### src/rtl/pe_2in1out.sv
// Join PE: two FIFO-buffered token streams, consumed pairwise when both have data. The sum of
// each pair travels through a fixed-latency pipeline that stalls as one block on output backpressure.
module pe_2in1out #(
    parameter int WIDTH   = 16,
    parameter int LATENCY = 15,
    parameter int DEPTH   = 4
) (
    input  logic             clk,
    input  logic             rst,
    input  logic [WIDTH-1:0] data_in_1,
    input  logic             valid_in_1,
    output logic             ready_in_1,
    input  logic [WIDTH-1:0] data_in_2,
    input  logic             valid_in_2,
    output logic             ready_in_2,
    output logic [WIDTH-1:0] data_out_1,
    output logic             valid_out_1,
    input  logic             ready_out_1
);

    localparam int AW = $clog2(DEPTH);
    localparam int CW = $clog2(DEPTH + 1);

    // Modular sum: the carry out of the top bit is dropped.
    function automatic logic [WIDTH-1:0] wrap_sum(input logic [WIDTH-1:0] a,
                                                  input logic [WIDTH-1:0] b);
        logic [WIDTH-1:0] s;
        s = a + b;
        return s;
    endfunction

    logic [WIDTH-1:0] din  [2];
    logic [WIDTH-1:0] head [2];
    logic [1:0]       valid;
    logic [1:0]       ready;
    logic [1:0]       push;
    logic [1:0]       has_tok;
    logic             stall;
    logic             fire;

    assign din[0]     = data_in_1;
    assign din[1]     = data_in_2;
    assign valid      = {valid_in_2, valid_in_1};
    assign ready_in_1 = ready[0];
    assign ready_in_2 = ready[1];

    for (genvar s = 0; s < 2; s++) begin : g_fifo
        logic [WIDTH-1:0] mem [DEPTH];
        logic [AW-1:0]    wr_ptr;
        logic [AW-1:0]    rd_ptr;
        logic [CW-1:0]    count;

        // Ready comes from the registered count only, so a pop never frees a full FIFO in the same cycle.
        assign ready[s]   = !rst && (count < CW'(DEPTH));
        assign push[s]    = valid[s] && ready[s];
        assign has_tok[s] = (count != '0);
        assign head[s]    = mem[rd_ptr];

        always_ff @(posedge clk) begin
            if (push[s]) begin
                mem[wr_ptr] <= din[s];
            end
        end

        always_ff @(posedge clk) begin
            if (rst) begin
                wr_ptr <= '0;
                rd_ptr <= '0;
                count  <= '0;
            end else begin
                if (push[s]) begin
                    wr_ptr <= wr_ptr + 1'b1;
                end
                if (fire) begin
                    rd_ptr <= rd_ptr + 1'b1;
                end
                case ({push[s], fire})
                    2'b10:   count <= count + 1'b1;
                    2'b01:   count <= count - 1'b1;
                    default: count <= count;
                endcase
            end
        end
    end

    logic [WIDTH-1:0] data_p [LATENCY];
    logic             vld_p  [LATENCY];

    assign data_out_1  = data_p[LATENCY-1];
    assign valid_out_1 = vld_p[LATENCY-1];
    assign stall       = valid_out_1 && !ready_out_1;
    assign fire        = has_tok[0] && has_tok[1] && !stall;

    // Stage 0 takes the pair sum (or a zero bubble); later stages shift unless the output is stalled.
    always_ff @(posedge clk) begin
        if (rst) begin
            for (int k = 0; k < LATENCY; k++) begin
                data_p[k] <= '0;
                vld_p[k]  <= 1'b0;
            end
        end else if (!stall) begin
            vld_p[0]  <= fire;
            data_p[0] <= fire ? wrap_sum(head[0], head[1]) : '0;
            for (int k = 1; k < LATENCY; k++) begin
                data_p[k] <= data_p[k-1];
                vld_p[k]  <= vld_p[k-1];
            end
        end
    end

endmodule

### config.mk
export PLATFORM = sky130hd
export DESIGN_NAME = pe_2in1out
export DESIGN_NICKNAME = d
export VERILOG_FILES = /design/src/rtl/pe_2in1out.sv
export SDC_FILE = /design/constraint.sdc
export NUM_CORES = 1
export LEC_CHECK = 0
export ABC_AREA = 0
export CAP_MARGIN = 20
export CORE_MARGIN = 1.5
export CORE_UTILIZATION = 35
export DETAILED_ROUTE_END_ITERATION = 6
export HOLD_SLACK_MARGIN = 0.08
export PLACE_DENSITY = 0.52
export SETUP_SLACK_MARGIN = 0.3
export SYNTH_ARGS = -nofsm -noshare
export SYNTH_HDL_FRONTEND = slang
export SYNTH_SLANG_ARGS = --single-unit
export TNS_END_PERCENT = 100
### constraint.sdc
create_clock -name clk -period 13.6 [get_ports clk]
set_input_delay 2.04 -clock clk [delete_from_list [all_inputs] [get_ports clk]]
set_output_delay 2.04 -clock clk [all_outputs]
set_load 0.01 [all_outputs]
Word-level counts from Yosys, hierarchy flattened

Memories as Yosys holds them, arrays and structs flattened. A register that Yosys moved wholly into a read port is not among the register bits.
Cells that the tools add are included.
W data, S select, Z words.

Logic and storage cells: 115
Bits in writable memories: 383
Register bits: 14
Output and inout bits: 19
Bits of input ports: 37
Memories: 4

Memories:

| memory        | words | width | read ports | clocked after Yosys merged registers in | wr ports | RTL line | RTL |
|---|---|---|---|---|---|---|---|
| data_p        | 15    | 16    | 15         | 0                                       | 15       | 86       | `logic [WIDTH-1:0] data_p [LATENCY];` |
| g_fifo[0].mem | 4     | 16    | 1          | 1                                       | 1        | 48       | `logic [WIDTH-1:0] mem [DEPTH];` |
| g_fifo[1].mem | 4     | 16    | 1          | 1                                       | 1        | 48       |  |
| vld_p         | 15    | 1     | 15         | 0                                       | 15       | 87       | `logic vld_p [LATENCY];` |

Muxes and demuxes: 46
$add $sub $neg: 9
$lt $le $gt $ge: 2
Reductions and logical operators: 14
Bitwise operators: 30
Equality and inequality tests: 4

Operators by type and width:

| kind                  | count |
|---|---|
| $mux W16              | 16 |
| $or A1 B1 Y1          | 30 |
| $mux W1               | 24 |
| $add A16 B16 Y16      | 1 |
| $pmux W3 S2           | 2 |
| $add A2 B1 Y2 const B | 4 |
| $mux W2               | 4 |
| $logic_and A1 B1 Y1   | 7 |
| $add A3 B1 Y3 const B | 2 |
| $lt A3 B3 Y1 const B  | 2 |
| $reduce_bool A3 Y1    | 2 |
| $sub A3 B1 Y3 const B | 2 |
| $eq A2 B1 Y1 const B  | 2 |
| $eq A2 B2 Y1 const B  | 2 |
| $reduce_bool A2 Y1    | 2 |
| $logic_not A1 Y1      | 3 |

Longest topological paths before layout

Depth in word-level cells: 6
Depth in mapped cells: 11

Worst setup path after synthesis

Ideal clock, no wire load.

Kind: input to register
From: input port rst
To: memory data_p[0][0], enable pin
Arrival: 8.914 ns
Setup time: 0.662 ns
Required time: 12.938 ns
Stages on the path: 4
Setup slack: 4.025 ns
Path through: clkbuf_1 clkbuf_1 clkbuf_1 nand2b_1

RTL lines:

| what            | RTL line | RTL |
|---|---|---|
| start, declared | 9        | `input logic rst,` |
| end, declared   | 86       |  |

Worst setup path in the final report

From: input port rst
To: output port ready_in_1

Word-level cells in the longest chain between the ends: 2

RTL lines:

| what                | RTL line | RTL |
|---|---|---|
| $logic_not A1 Y1    | 54       | `assign ready[s] = !rst && (count < CW'(DEPTH));` |
| $logic_and A1 B1 Y1 | 54       |  |
| end, declared       | 12       | `output logic ready_in_1,` |

No other way between the ends.

==> run metrics <==
Clk Latency, worst-skew pair=570 ps; EDFF count, synth=383; clock skew=25.1 ps; first-pass GRT wire length=37.4 mm; min Tclk post-route=5140 ps; Inserted Diodes=0; RSZ-0062 raised after global routing=no; final number of hold-violating endpoints=0; sequential power share=48.7%; Psw=699 µW; DRC viols=0; post-route cell area=18100 µm²; Setup-failing EPs final=0; layout cell share with drive strength beyond 1=9.91%; Post-DP Area=16800 µm²; most frequent cell after synthesis=edfxtp_1; Clk Tree Root Cell=clkbuf_16; crit start category=input port; dpl ws=8200 ps; initial antenna violation count=0; detailed placer's ending HPWL=12.4 mm; CP required=11560 ps; crit end category=primary output; net count after synthesis=977; WP data arrival=3100 ps; Mapped Cells=912; max_slew headroom=32.1%; Main synth FF type=edfxtp_1; met2 Track Usage GR=16.4%; Final period util=37.8%; Max Cap Viol=0; CP max FO=17; CTS tree=done; largest net degree at the start of global routing=188; Final nets=1031; CTS Hold Bufs=0; DR vias=7036; grt peak-use layer=met2; sequential share of the synthesized area=75.8%; clk buf depth=3; chip width=214 µm; worst setup path category=input port to primary output; CP Cell Sequence=buf_4, nor2_1, clkdlybuf4s50_1; Worst path max stage delay=620 ps; WL final=22.6 mm; Wirelength per Cell=14.2 µm; Synth top cells by count=383 x edfxtp_1, 157 x and2_1, 87 x nor2b_1, 32 x mux4_2; total die area=46000 µm²; VDD IR max=0.106 mV; Tightest Pin Transition=1020 ps; slack of the critical path=8460 ps; Yosys top cell by area=edfxtp_1; Placer Congestion=0.718; Hold Crit Class=flip-flop to flip-flop; Starting Density=35.4%; # placed instances=1513; Synth Register Bits=401; TNS Setup=0 ps; total global-route track usage=10.1%; leading post-synthesis cells by cell area=edfxtp_1 73%, and2_1 6.3%, mux4_2 4.6%, nor2b_1 3.5%, dfxtp_1 2.3%; PD cells=160 nW/µm²; IO Count=56; 1st-iter DRT viols=556; Max Slew Vio Count=0; area delta synth->final=15.4%; post-CTS sizing=0; vias per std cell=4.42; CP Buf/Inv Count=2; Yosys cell types=40; Reg clk slew, reported paths=60 ps; vias in the first global route=7051; DIE HEIGHT=214 µm; post-synth top area share=73.5%; depth of the CTS H-tree=2; Post-CTS Setup Bufs=0; clock network power share=37.8%; CTS Buf Count=43; f_max=195 MHz; Int Pwr=2180 µW; clock sinks=401; syn_area_per_cell=17.2 µm²; ANT nets after route=0; status=finished clean; Core ar.=44200 µm²; Sw Share=24.2%; Layout Cells excl Fill=1591; global routing usage on met3=2.18%; FP Rows=77; delay-heaviest family, CP=buffers and inverters; combinational share of power=13.5%; Synth Cell Area=15700 µm²; Ys Warns=0; drt pass-1 iters=4; ys async rst share=0%; leakage power=0.00672 µW; Port Buffer Count=55; slowest cell on the critical path=clkdlybuf4s50_1; Remaining Overflow, GRT=0; met1 Use GR=13.1%
power groups by stage:
stage	sequential (µW)	combinational (µW)	clock, µW
detailed placement	1430	393	0
global placement	1430	390	0
CTS	1400	395	1130
floorplan	1420	298	0
finish	1400	388	1090
global route	1410	436	1180
cell usage in the layout, fill, tap and decap left out, types with 4 or more instances in the layout:
cell type        count
edfxtp_1           383
and2_1             157
nor2b_1             87
clkdlybuf4s50_1     54
clkbuf_16           43
mux4_2              32
nor2_1              29
ha_1                25
dfxtp_1             18
inv_1               16
clkinv_1            15
a21oi_1             11
xor2_1              11
clkbuf_1            11
o21ai_0             10
nand2_1              9
and3_1               8
xnor2_1              7
buf_4                7
o21a_1               6
nor3_1               5
a211oi_1             5
nand3_1              4
state kept, by name (all words and copies together), names as in the netlist, named ones only:
| signal | count |
|---|---|
| vld_p | 15 |
| g_fifo.count | 6 |
| data_p | 240 |
| g_fifo.mem | 128 |
| g_fifo.rd_ptr | 4 |
| g_fifo.wr_ptr | 4 |
through the flow:
step	power, µW	hold slack (ps)	util (%)
after floorplan	1720	472	-
after global placement	1820	499	37.9
after detailed placement	1820	502	37.9
after CTS	2930	502	40.8
after global routing	3020	525	40.8
final	2880	505	40.8
final timing paths:
check | start | to | slack, ps | cells past startpoint
max | rst | ready_in_1 | 8460 | 3
min | data_p[0][124]$_SDFFCE_PN0P_ | data_p[1][12]$_SDFFCE_PN0P_ | 500 | 1
max reg2reg | flip-flop | data_p[0][10]$_SDFFCE_PN0P_ | 10260 | 10
min reg2reg | data_p[0][124]$_SDFFCE_PN0P_ | data_p[1][12]$_SDFFCE_PN0P_ | 500 | 1
kinds of logic after synthesis:
logic type / share of synthesized area [%]
simple gates: 11.9
compound gates: 2.17
buf+inv: 2.09
fa+ha+maj: 2.38
xor+xnor: 1.01
mux: 4.67
flops: 75.8
cell type report:
type                    instances  area, µm²
clock buffers                  54       1120
clock inverters                24        188
fillers                      3986      26200
inverters                      16       60.1
multi-input cells             442       3480
flip-flops and latches        401      11900
well taps                     592        741
repair buffers                 62        613
metal layers:
metal  up-vias  share of wire, %
met5         -                 0
met4         0               3.1
met3        49               3.5
met2        94                48
met1      3459                46
li1       3434                 -
Note: power is estimated with default switching activity, not from simulation.
